## config.mk

```make
export PLATFORM = sky130hd
export DESIGN_NAME = dmi_sequencer
export DESIGN_NICKNAME = d
export VERILOG_FILES = /design/src/rtl/dmi_pkg.sv /design/src/rtl/sync_fifo.sv /design/src/rtl/dmi_sequencer.sv
export SDC_FILE = /design/constraint.sdc
export NUM_CORES = 1
export LEC_CHECK = 0
export CORE_MARGIN = 3
export CORE_UTILIZATION = 45
export DETAILED_ROUTE_END_ITERATION = 10
export PLACE_DENSITY_LB_ADDON = 0.12
export SLEW_MARGIN = 10
export SYNTH_ARGS = -nofsm -noshare
export SYNTH_HDL_FRONTEND = slang
export SYNTH_SLANG_ARGS = --single-unit
export TNS_END_PERCENT = 1
```

## constraint.sdc

```tcl
create_clock -name clk -period 4.7 [get_ports clk]
set_input_delay 0.705 -clock clk [delete_from_list [all_inputs] [get_ports clk]]
set_output_delay 0.705 -clock clk [all_outputs]
set_load 0.05 [all_outputs]
```

## src/rtl/dmi_pkg.sv

```systemverilog
// Shared encodings for the DMI command sequencer: op codes, response codes
// and the sequencer FSM state type.
package dmi_pkg;

  localparam logic [1:0] OP_NOP   = 2'd0;
  localparam logic [1:0] OP_READ  = 2'd1;
  localparam logic [1:0] OP_WRITE = 2'd2;
  localparam logic [1:0] OP_RSVD  = 2'd3;

  localparam logic [1:0] RSP_OK   = 2'd0;
  localparam logic [1:0] RSP_FAIL = 2'd2;
  localparam logic [1:0] RSP_BUSY = 2'd3;

  typedef enum logic [1:0] {
    IDLE,
    REQ,
    WAIT,
    RESP
  } state_t;

  // Exit word seen by the harness: LSB flags "exited", upper bits carry the code.
  function automatic logic [31:0] exit_word(input logic [30:0] code);
    return {code, 1'b1};
  endfunction

endpackage

```

## src/rtl/sync_fifo.sv

```systemverilog
// Single-clock show-ahead FIFO; the head entry is visible on rdata whenever
// the FIFO is not empty. Push while full is accepted only with a pop.
module sync_fifo #(
  parameter int WIDTH = 8,
  parameter int DEPTH = 4
) (
  input  logic             clk,
  input  logic             reset,
  input  logic             push,
  input  logic [WIDTH-1:0] wdata,
  input  logic             pop,
  output logic [WIDTH-1:0] rdata,
  output logic             full,
  output logic             empty
);

  localparam int AW = $clog2(DEPTH);

  logic [WIDTH-1:0] mem [DEPTH];
  logic [AW-1:0]    wr_ptr;
  logic [AW-1:0]    rd_ptr;
  logic [AW:0]      count;
  logic             do_push;
  logic             do_pop;

  assign full    = (count == (AW+1)'(DEPTH));
  assign empty   = (count == '0);
  assign do_pop  = pop && !empty;
  assign do_push = push && (!full || do_pop);
  assign rdata   = mem[rd_ptr];

  always_ff @(posedge clk or posedge reset) begin
    if (reset) begin
      wr_ptr <= '0;
      rd_ptr <= '0;
      count  <= '0;
    end else begin
      if (do_push) wr_ptr <= wr_ptr + 1'b1;
      if (do_pop)  rd_ptr <= rd_ptr + 1'b1;
      case ({do_push, do_pop})
        2'b10:   count <= count + 1'b1;
        2'b01:   count <= count - 1'b1;
        default: count <= count;
      endcase
    end
  end

  // Storage carries no reset; occupancy alone decides what is valid.
  always_ff @(posedge clk) begin
    if (do_push) mem[wr_ptr] <= wdata;
  end

endmodule

```

## src/rtl/dmi_sequencer.sv

```systemverilog
// Buffers host DMI commands and issues them one at a time on the DMI port,
// with busy retry, response timeout and an intercepted exit-word address.
module dmi_sequencer
  import dmi_pkg::*;
#(
  parameter int               ADDR_W    = 7,
  parameter int               DATA_W    = 32,
  parameter int               CMD_DEPTH = 4,
  parameter int               MAX_RETRY = 3,
  parameter int               TIMEOUT   = 1024,
  parameter logic [ADDR_W-1:0] EXIT_ADDR = 7'h7F
) (
  input  logic              clk,
  input  logic              reset,
  input  logic              cmd_valid,
  output logic              cmd_ready,
  input  logic [ADDR_W-1:0] cmd_addr,
  input  logic [1:0]        cmd_op,
  input  logic [DATA_W-1:0] cmd_data,
  output logic              rsp_valid,
  input  logic              rsp_ready,
  output logic [1:0]        rsp_resp,
  output logic [DATA_W-1:0] rsp_data,
  output logic              debug_req_valid,
  input  logic              debug_req_ready,
  output logic [ADDR_W-1:0] debug_req_bits_addr,
  output logic [1:0]        debug_req_bits_op,
  output logic [DATA_W-1:0] debug_req_bits_data,
  input  logic              debug_resp_valid,
  output logic              debug_resp_ready,
  input  logic [1:0]        debug_resp_bits_resp,
  input  logic [DATA_W-1:0] debug_resp_bits_data,
  output logic [31:0]       exit
);

  localparam int CMD_W = ADDR_W + 2 + DATA_W;
  localparam int TW    = $clog2(TIMEOUT + 1);
  localparam int RW    = $clog2(MAX_RETRY + 2);

  logic [CMD_W-1:0]  head;
  logic              fifo_full;
  logic              fifo_empty;
  logic              pop;
  logic [ADDR_W-1:0] head_addr;
  logic [1:0]        head_op;
  logic [DATA_W-1:0] head_data;

  state_t            state;
  state_t            state_next;
  logic              load_cmd;
  logic              rsp_load;
  logic [1:0]        rsp_code;
  logic [DATA_W-1:0] rsp_value;
  logic              retry_inc;
  logic              exit_wr;

  logic [ADDR_W-1:0] req_addr;
  logic [1:0]        req_op;
  logic [DATA_W-1:0] req_data;
  logic [RW-1:0]     retry;
  logic [TW-1:0]     timer;
  logic [1:0]        rsp_code_q;
  logic [DATA_W-1:0] rsp_data_q;
  logic [31:0]       exit_q;

  assign cmd_ready = !fifo_full;

  sync_fifo #(
    .WIDTH (CMD_W),
    .DEPTH (CMD_DEPTH)
  ) u_cmd_fifo (
    .clk   (clk),
    .reset (reset),
    .push  (cmd_valid && cmd_ready),
    .wdata ({cmd_addr, cmd_op, cmd_data}),
    .pop   (pop),
    .rdata (head),
    .full  (fifo_full),
    .empty (fifo_empty)
  );

  assign head_addr = head[CMD_W-1 -: ADDR_W];
  assign head_op   = head[DATA_W +: 2];
  assign head_data = head[DATA_W-1:0];

  always_ff @(posedge clk or posedge reset) begin
    if (reset) state <= IDLE;
    else       state <= state_next;
  end

  always_comb begin
    state_next = state;
    pop        = 1'b0;
    load_cmd   = 1'b0;
    rsp_load   = 1'b0;
    rsp_code   = RSP_OK;
    rsp_value  = '0;
    retry_inc  = 1'b0;
    exit_wr    = 1'b0;
    case (state)
      IDLE: begin
        if (!fifo_empty) begin
          pop = 1'b1;
          if (head_op == OP_READ || (head_op == OP_WRITE && head_addr != EXIT_ADDR)) begin
            load_cmd   = 1'b1;
            state_next = REQ;
          end else begin
            // nop, reserved op and the exit write complete locally
            rsp_load   = 1'b1;
            rsp_code   = (head_op == OP_RSVD) ? RSP_FAIL : RSP_OK;
            exit_wr    = (head_op == OP_WRITE);
            state_next = RESP;
          end
        end
      end
      REQ: begin
        if (debug_req_ready) state_next = WAIT;
      end
      WAIT: begin
        if (debug_resp_valid) begin
          case (debug_resp_bits_resp)
            RSP_OK: begin
              rsp_load   = 1'b1;
              rsp_code   = RSP_OK;
              rsp_value  = (req_op == OP_READ) ? debug_resp_bits_data : '0;
              state_next = RESP;
            end
            RSP_BUSY: begin
              if (retry < RW'(MAX_RETRY)) begin
                retry_inc  = 1'b1;
                state_next = REQ;
              end else begin
                rsp_load   = 1'b1;
                rsp_code   = RSP_BUSY;
                state_next = RESP;
              end
            end
            default: begin
              rsp_load   = 1'b1;
              rsp_code   = RSP_FAIL;
              state_next = RESP;
            end
          endcase
        end else if (timer == TW'(TIMEOUT - 1)) begin
          rsp_load   = 1'b1;
          rsp_code   = RSP_FAIL;
          state_next = RESP;
        end
      end
      RESP: begin
        if (rsp_ready) state_next = IDLE;
      end
      default: state_next = IDLE;
    endcase
  end

  // Latched request, counters and response/exit registers; all cleared so
  // every output reads zero straight out of reset.
  always_ff @(posedge clk or posedge reset) begin
    if (reset) begin
      req_addr   <= '0;
      req_op     <= '0;
      req_data   <= '0;
      retry      <= '0;
      timer      <= '0;
      rsp_code_q <= '0;
      rsp_data_q <= '0;
      exit_q     <= '0;
    end else begin
      if (load_cmd) begin
        req_addr <= head_addr;
        req_op   <= head_op;
        req_data <= head_data;
      end
      if (load_cmd)       retry <= '0;
      else if (retry_inc) retry <= retry + 1'b1;
      // Leaving WAIT (including a busy retry through REQ) restarts the timer.
      timer <= (state == WAIT) ? timer + 1'b1 : '0;
      if (rsp_load) begin
        rsp_code_q <= rsp_code;
        rsp_data_q <= rsp_value;
      end
      if (exit_wr) exit_q <= exit_word(head_data[30:0]);
    end
  end

  assign debug_req_valid     = (state == REQ);
  assign debug_req_bits_addr = req_addr;
  assign debug_req_bits_op   = req_op;
  assign debug_req_bits_data = req_data;
  assign debug_resp_ready    = (state == WAIT);
  assign rsp_valid           = (state == RESP);
  assign rsp_resp            = rsp_code_q;
  assign rsp_data            = rsp_data_q;
  assign exit                = exit_q;

endmodule

```

# Word level (Yosys, flattened, before mapping)
# Memories as Yosys holds them, arrays and structs flattened.
# Cells that the tools add are included.
totals:
  regBits: 130
  latch_bits: 0
  ramBits: 164
  mem_bits_ro: 0
  input_bits: 81
  wordCells: 97
  n_memories: 1
mem_list:
  columns: ["memory", "words", "word_bits", "read_ports", "rd_clocked_by_memory_dff", "write_ports", "line_no", "text"]
  rows:
  - ["u_cmd_fifo.mem", 4, 41, 1, 0, 1, "sync_fifo.sv:19", "logic [WIDTH-1:0] mem [DEPTH];"]
op_classes:
  addsub: 6
  multipliers: 0
  div: 0
  order_cmp: 1
  n_eq_ne: 17
  shifts: 0
  n_mux: 46
  bitwise: 0
  reduce_logical: 14
ops:
  columns: ["cell", "count"]
  rows:
  - ["32-bit 2-to-1 mux", 4]
  - ["2-bit 2-to-1 mux", 14]
  - ["1-bit 2-to-1 mux", 20]
  - ["2-bit equality test, second input constant", 6]
  - ["11-bit by 1-bit adder with 11-bit output, second input constant", 1]
  - ["11-bit by 10-bit equality test with 1-bit output, second input constant", 1]
  - ["11-bit 2-to-1 mux", 1]
  - ["2-bit by 1-bit equality test with 1-bit output, second input constant", 4]
  - ["2-bit one-hot mux with 2 select lines", 2]
  - ["2-bit one-hot mux with 4 select lines", 1]
  - ["7-bit inequality test, second input constant", 1]
  - ["3-bit by 1-bit adder with 3-bit output, second input constant", 2]
  - ["3-bit 2-to-1 mux", 2]
  - ["3-bit one-hot mux with 2 select lines", 1]
  - ["2-bit by 1-bit adder with 2-bit output, second input constant", 2]
  - ["1-bit logical AND", 4]
  - ["2-bit logical NOT", 2]
  - ["2-bit by 1-bit inequality test with 1-bit output, second input constant", 2]
  - ["4-bit AND reduction", 1]
  - ["2-bit nonzero test", 2]
  - ["3-bit equality test, second input constant", 1]
  - ["3-bit logical NOT", 1]
  - ["3-bit by 2-bit less-than comparator with 1-bit output, second input constant", 1]
  - ["3-bit by 2-bit inequality test with 1-bit output, second input constant", 1]
  - ["other kinds (5)", 7]

# Logic depth before layout (Yosys ltp)
# Gate-level depths: netlist (run 1).
logic_depth:
  depth_word: 8
  mapped_depth: 10
  depth_no_buf: 9

# By module
# A second synthesis (run 1) with hierarchy kept.
unflattened:
  hier_cells: 604
  area_unflattened_um2: 11337.1
by_module_without_submodules:
  columns: ["module", "n_inst", "cells_per_inst", "area_each_um2"]
  rows:
  - ["sync_fifo", 1, 269, 6418.7]
  - ["dmi_sequencer", 1, 335, 4918.5]

# Worst setup path after synthesis (run 1)
# Ideal clock, no wire load.
synth_timing:
  path_kind: "register to register"
  start: "register u_cmd_fifo.count[1]"
  end: "memory u_cmd_fifo.mem[0][0] in the netlist's numbering, enable pin"
  arrival_ps: 2022
  setup_slack_ps: 2275
  stages_incl_launch_ff: 4
  n_path_buf: 0
  synth_period_minus_slack_ps: 2425
  cell_sequence: "dfrtp_1 inv_1 nand3_1 and3_1"
synth_via:
  word_cells_on_any_way: 12
  classes_between: "1 x eq/ne; 4 x mux; 7 x reduce/logical"
synth_lines:
  columns: ["element", "line_no", "text"]
  rows:
  - ["start, declared", "sync_fifo.sv:22", "logic [AW:0] count;"]
  - ["start signal, assigned", "sync_fifo.sv:41", "2'b10: count <= count + 1'b1;"]
  - ["start signal, assigned", "sync_fifo.sv:42", "2'b01: count <= count - 1'b1;"]
  - ["start signal, assigned", "sync_fifo.sv:43", "default: count <= count;"]
  - ["3-bit equality test (*)", "sync_fifo.sv:26", "assign full = (count == (AW+1)'(DEPTH));"]
  - ["1-bit logical NOT (*)", "dmi_sequencer.sv:66", "assign cmd_ready = !fifo_full;"]
  - ["via cmd_ready", "dmi_sequencer.sv:16", "output logic cmd_ready,"]
  - ["1-bit logical AND / 1-bit logical OR (equally long branches)", "dmi_sequencer.sv:74, sync_fifo.sv:29", null]
  - ["1-bit logical AND (*)", "sync_fifo.sv:29", "assign do_push = push && (!full || do_pop);"]
  - ["1-bit 2-to-1 mux (*)", "sync_fifo.sv:50", "if (do_push) mem[wr_ptr] <= wdata;"]
  - ["1-bit 2-to-1 mux (not written as such) (*)", "sync_fifo.sv:50", null]
  - ["end, declared", "sync_fifo.sv:19", null]
# Mark *: on every way through the listed nets, which the timed path passes. The rest lies on a longest branch.

# Final worst setup path (run 1)
layout_timing:
  start: "register u_cmd_fifo.rd_ptr[0]"
  end: "register req_data[26] (netlist: debug_req_bits_data[26])"
layout_via:
  elab_chain_cells: 7
  word_cells_on_any_way: 9
  classes_between: "3 x eq/ne; 3 x mux; 2 x reduce/logical; 1 x memory"
layout_rtl:
  columns: ["element", "line_no", "text"]
  rows:
  - ["start, declared", "sync_fifo.sv:21", "logic [AW-1:0] rd_ptr;"]
  - ["start signal, assigned", "sync_fifo.sv:39", "if (do_pop) rd_ptr <= rd_ptr + 1'b1;"]
  - ["memory 4 x 41 bit (*)", null, null]
  - ["7-bit inequality test / 2-bit equality test (equally long branches)", "dmi_sequencer.sv:104", "if (head_op == OP_READ || (head_op == OP_WRITE && head_addr != EXIT_ADDR)) begin"]
  - ["1-bit logical AND", "dmi_sequencer.sv:104", null]
  - ["1-bit logical OR", "dmi_sequencer.sv:104", null]
  - ["1-bit 2-to-1 mux", "dmi_sequencer.sv:104", null]
  - ["1-bit 2-to-1 mux", "dmi_sequencer.sv:102", "if (!fifo_empty) begin"]
  - ["1-bit 2-to-1 mux", "dmi_sequencer.sv:100", "case (state)"]
  - ["end signal, assigned", "dmi_sequencer.sv:173", "req_data <= head_data;"]
  - ["end, declared", "dmi_sequencer.sv:59", "logic [DATA_W-1:0] req_data;"]
# Mark *: on every way between the ends. The rest lies on a longest branch, timed or not.
# A chain may end at the register's enable or synchronous reset.

==> results of run 1 <==
==> through the flow <==
step	instance area (sq um)	cells
3_3_place_gp	13800	1153
4_1_cts	14900	1209
2_1_floorplan	11600	650
6_report	14900	1209
5_1_grt	14900	1209
3_5_place_dp	13800	1153
==> cell usage after synthesis (2+ instances only) <==
| cell type | instances | area, sq um |
|---|---|---|
| nand2_1 | 42 | 158 |
| buf_6 | 8 | 90.1 |
| xnor2_1 | 8 | 70.1 |
| nor2b_1 | 3 | 18.8 |
| ha_1 | 9 | 113 |
| mux4_2 | 42 | 946 |
| a22o_1 | 2 | 17.5 |
| buf_4 | 5 | 37.5 |
| clkbuf_1 | 12 | 45.0 |
| and4_1 | 3 | 26.3 |
| mux2_4 | 28 | 420 |
| xor2_1 | 7 | 61.3 |
| mux2i_1 | 32 | 320 |
| edfxtp_1 | 164 | 4920 |
| nor2_1 | 17 | 63.8 |
| and3_1 | 6 | 37.5 |
| mux2_1 | 43 | 484 |
| nor3b_1 | 2 | 15.0 |
| o31ai_1 | 2 | 15.0 |
| or3_1 | 2 | 12.5 |
| and2_1 | 2 | 12.5 |
| o21ai_0 | 4 | 20.0 |
| dfrtp_1 | 130 | 3250 |
| inv_1 | 45 | 169 |
| nand3_1 | 7 | 35.0 |
| nand4_1 | 3 | 18.8 |
| a21oi_1 | 7 | 35.0 |
==> critical path, delay by kind of cell, from the launching register on <==
kind	cells	cell delay [ps]
AOI/OAI and AO/OA	2	810
buffers and inverters	1	280
DFF	1	840
muxes	2	1020
and+or+nand+nor	1	190
==> power groups by stage <==
stage	sequential (mW)	combinational, mW	clock, mW
floorplan	4.27	1.46	0
global placement	3.71	2.93	0
detailed placement	3.75	2.98	0
CTS	3.70	2.99	2.57
global route	3.76	3.13	2.69
finish	3.68	2.95	2.50
==> state kept, by name, summed over array words and instances, names as in the netlist <==
| signal | cells |
|---|---|
| u_cmd_fifo.mem | 164 |
| debug_req_bits_data | 32 |
| exit | 32 |
| rsp_data | 32 |
| timer | 11 |
| debug_req_bits_addr | 7 |
| retry | 3 |
| u_cmd_fifo.count | 3 |
| debug_req_bits_op | 2 |
| rsp_resp | 2 |
| state | 2 |
| u_cmd_fifo.rd_ptr | 2 |
| u_cmd_fifo.wr_ptr | 2 |
==> area by class of cell <==
| type | count | area, sq um | area share |
|---|---|---|---|
| timing repair buffer | 200 | 1990 | 0.134 |
| inverter | 46 | 178 | 0.0119 |
| tap | 330 | 413 | 0.0277 |
| clock inverter | 19 | 221 | 0.0149 |
| clock buffer | 37 | 861 | 0.0578 |
| sequential | 294 | 8180 | 0.549 |
| multi-input combinational | 283 | 3040 | 0.204 |
==> logic make-up (layout without fill, tap and decap cells) <==
group,after synthesis,after routing,share of synthesized area
adders and majority gates,10,10,0.0115
DFF,294,294,0.707
and+or+nand+nor,91,91,0.0368
buffers and inverters,73,302,0.0306
muxes,146,146,0.189
xor gates and xnor gates,15,15,0.0114
AOI/OAI and AO/OA,21,21,0.0137
==> metal layers <==
| metal | up-vias | global-route usage | routed length [um] |
|---|---|---|---|
| met5 | - | 0 | 34 |
| li1 | 2803 | - | - |
| met2 | 183 | 0.278 | 11100 |
| met4 | 4 | 0.0334 | 331 |
| met1 | 3154 | 0.236 | 10500 |
| met3 | 34 | 0.0457 | 1600 |
==> layout by cell type (no fill, tap or decap), types with 4 or more instances in the layout <==
cell type | synthesis | routed
clkinv_2 | 0 | 5
clkinv_4 | 0 | 6
xor2_1 | 7 | 7
nand2_1 | 42 | 42
nor2_1 | 17 | 16
ha_1 | 9 | 9
edfxtp_1 | 164 | 164
a21oi_1 | 7 | 7
mux2i_1 | 32 | 32
buf_4 | 5 | 8
xnor2_1 | 8 | 8
o21ai_0 | 4 | 4
and3_2 | 0 | 5
nand3_1 | 7 | 7
mux2_4 | 28 | 28
clkbuf_16 | 0 | 33
mux2_1 | 43 | 43
clkdlybuf4s50_1 | 0 | 191
bufinv_16 | 0 | 4
inv_1 | 45 | 44
mux4_2 | 42 | 42
dfrtp_1 | 130 | 128
==> worst paths after layout <==
| kind | slack (ps) | cells past startpoint | start | endpoint |
|---|---|---|---|---|
| worst min register to register | 480 | 1 | exit[0] | exit[0] |
| min in group asynchronous | 740 | 2 | reset | rsp_data[17] |
| worst max register to register | 1410 | 6 | u_cmd_fifo.rd_ptr[0] | debug_req_bits_data[26] |
| worst min-delay path | 480 | 1 | exit[0] | exit[0] |
| worst max-delay path | 1410 | 6 | u_cmd_fifo.rd_ptr[0] | debug_req_bits_data[26] |
| max in group asynchronous | 3020 | 3 | reset | debug_req_bits_data[12] |
==> metrics, run 1 <==
cell-internal power=6.04 mW; hold bufs inserted after CTS=0; VDD IR-drop max=398 uV; crit-path cells=mux4_2 -> nor2b_1 -> o21ai_2 -> a21oi_4 -> buf_12 -> mux2_1; CORE AREA=25200 sq um; H-tree Lvls=1; sw frac=0.338; Die X=166 um; Sequential Power Share=0.403; # setup viols final=0; initial antenna violation count=2; post-CTS setup buffers=0; Post-Place Setup Slack=1350 ps; Die Ht=166 um; router iterations before antenna repair=4; Util after Layout=0.591; worst-case hold slack=476 ps; Initial Utilization=0.459; Critical Path RT=5110 ps; final wirelength=23700 um; RSZ-0062 raised after global routing=false; Via density=5.11; DP Wirelength=15400 um; number of buffers created by CTS=30; PwrDens=613 nW/um^2; Cells after Synth=650; MaxCap Viol Count=0; via count=6178; Rows=58; GRT Residual Overflow=0; Async S/R FF share, synth=0.442; PortBufs=191; Final nets=946; Reg clk slew, reported paths=60 ps; Worst Skew=15.9 ps; Cell Area, Synth=11600 sq um; CTS Sinks=294; CP Capture Type=flip-flop; status=finished clean; DRC=0; setup total negative slack=0 ps; Final min period=3290 ps; cts repair resizes=0; setup ws final=1410 ps; Sw Pwr=3.09 mW; Worst path max stage delay=840 ps; final worst path period share=0.700; Crit Path Class=flip-flop to flip-flop; Post-synth top flop=edfxtp_1; syn_area_per_cell=17.8 sq um; FMAX=304 MHz; Net Count, Synth=741; GRT Total Usage=0.171; vias in the first global route=6838; Synth warnings=0; Starting DRT DRC Count=405; DR WL/cell=19.6 um; Hold Violations, Final=0; clk_lat worst skew=540 ps; slowest CP cell=dfrtp_4; Post-synth EDFFs=164; Comb power frac=0.323; overall power=9.13 mW; Area Growth Syn to Fin=28.8%; RePlAce Congestion=0.764; sequential share of the synthesized area=0.707; FF+latch count, synth=294; Hold WC Path Type=flip-flop to flip-flop; share of layout cells above drive strength 1=0.167; Tightest Pin Transition=1210 ps; first-pass GRT wire length=38200 um; Die Footprint=27700 sq um; Ports=192; Critical Path Source Type=flip-flop; count of cell types in the netlist=42; largest net degree at the start of global routing=100; max_slew headroom=0.194; number of routed nets with antenna violations=0; Lkg Pwr=5.77 nW; CP max FO=32; Clk pwr share=0.274; n_diodes=0; CTS root buf=clkbuf_16; Crit path arrival time=3700 ps; Final Max Slew Viols=0; CTS tree=done; CTS max path bufs=3; Fill cells=1874
No activity file was read; power rests on OpenSTA's default activity.
==> run 2, diff against run 1 <==
Clock period 4.7 ns to 3.4 ns, I/O delays scaled along.
==> metrics, run 2 (synthesis results as in run 1) <==
Die Footprint=27700 sq um; CTS max path bufs=3; via count=6156; GRT Residual Overflow=0; Worst Skew=9.52 ps; Worst path max stage delay=690 ps; status=finished clean; reg2reg start=u_cmd_fifo.rd_ptr[0]; first-pass GRT wire length=37600 um; crit path buf inv count=1; CTS root buf=clkbuf_16; Area Growth Syn to Fin=29.3%; CORE AREA=25200 sq um; VDD IR-drop max=557 uV; max reg flops=164; setup total negative slack=0 ps; PortBufs=191; Hold Violations, Final=0; Final min period=2660 ps; Reg clk slew, reported paths=60 ps; DP Wirelength=15800 um; r2r setup slk=740 ps; Hold WC Path Type=flip-flop to flip-flop; Final Max Slew Viols=0; Initial Utilization=0.459; Die X=166 um; share of layout cells above drive strength 1=0.173; DRC=0; r2r worst-path depth=6; hold bufs inserted after CTS=0; post-CTS setup buffers=0; Die Ht=166 um; Crit Path Class=flip-flop to flip-flop; Biggest register=u_cmd_fifo.mem; Crit path arrival time=3080 ps; max_slew headroom=0.431; Rows=58; CP Depth=6; Ports=192; number of buffers created by CTS=30; final wirelength=23300 um; Post-Place Setup Slack=693 ps; Critical Path Source Type=flip-flop; setup ws final=736 ps; FMAX=375 MHz; final worst path period share=0.784; crit path from=u_cmd_fifo.rd_ptr[0]; DR WL/cell=19.1 um; clk_lat worst skew=540 ps; crit path to=debug_req_bits_data[10]; delay-heaviest family, CP=multiplexers; RePlAce Congestion=0.767; most common cell after layout, fill and taps aside=clkdlybuf4s50_1; # setup viols final=0; CTS tree=done; Via density=5.04; H-tree Lvls=1; Starting DRT DRC Count=376; Hold Crit Start=exit[0]; router iterations before antenna repair=4; PwrDens=839 nW/um^2; CP Capture Type=flip-flop; CTS Sinks=294; vias in the first global route=6729; crit-path cells=mux4_2 -> nor2b_1 -> o21ai_2 -> a21oi_4 -> buf_4 -> mux2_1; slowest CP cell=dfrtp_4; cts repair resizes=0; largest net degree at the start of global routing=50; number of routed nets with antenna violations=0; Final nets=956; CP max FO=22; MaxCap Viol Count=0; R2R Path End=debug_req_bits_data[10]; leading cell types in the layout, fill and taps excluded=clkdlybuf4s50_1, edfxtp_1, dfrtp_1; initial antenna violation count=2; Tightest Pin Transition=852 ps; GRT Total Usage=0.168; RSZ-0062 raised after global routing=false; Critical Path RT=3820 ps; Lkg Pwr=5.81 nW
-- run 2: layout make-up --
class                           instances  area [sq um]
Antenna cell                            2          5.00
Clock buffer                           43           892
Clock inverter                         13           148
Fill cell                            1896         10200
Inverter                               46           176
Multi-Input combinational cell        283          3040
Sequential cell                       294          8180
Tap cell                              330           413
Timing Repair Buffer                  210          2090
-- run 2: layer usage --
metal	wire length (um)	GRT usage	share of wire	up-vias
met1	10200	0.231	0.44	3124
met5	19	0	0.00082	-
met2	11100	0.276	0.48	173
met4	326	0.0359	0.014	2
met3	1610	0.0433	0.069	28
li1	-	-	-	2829
-- run 2: worst min-delay path by stage --
stage | end | slack [ps] | cells past startpoint
after CTS | exit[0] | 470 | 1
after global routing | exit[0] | 490 | 1
after detailed placement | exit[0] | 460 | 1
after floorplan | u_cmd_fifo.count[0] | 460 | 1
after global placement | exit[0] | 450 | 1
final | exit[0] | 470 | 1
-- run 2: worst reg2reg max path, cell delays in order (launching register included) --
cell and delay, ps:
dfrtp_4 690, mux4_2 640, nor2b_1 190, o21ai_2 140, a21oi_4 170, buf_4 320, mux2_1 390
-- run 2: where the power goes --
part | total (mW) | leakage [nW] | switching, mW | internal (mW)
combinational | 4.15 | 2.09 | 2.46 | 1.69
sequential | 5.02 | 3.21 | 0.444 | 4.58
clock | 3.37 | 0.516 | 1.32 | 2.05
total | 12.5 | 5.81 | 4.22 | 8.32
-- run 2: metrics by stage --
stage	utilization	total power, mW	cell area [sq um]	hold WS (ps)	std cells
2_1_floorplan	-	7.92	11600	460	650
3_3_place_gp	0.552	9.21	13900	447	1163
3_5_place_dp	0.552	9.32	13900	458	1163
4_1_cts	0.593	12.7	14900	472	1219
5_1_grt	0.594	13.1	14900	493	1220
6_report	0.594	12.5	14900	471	1221
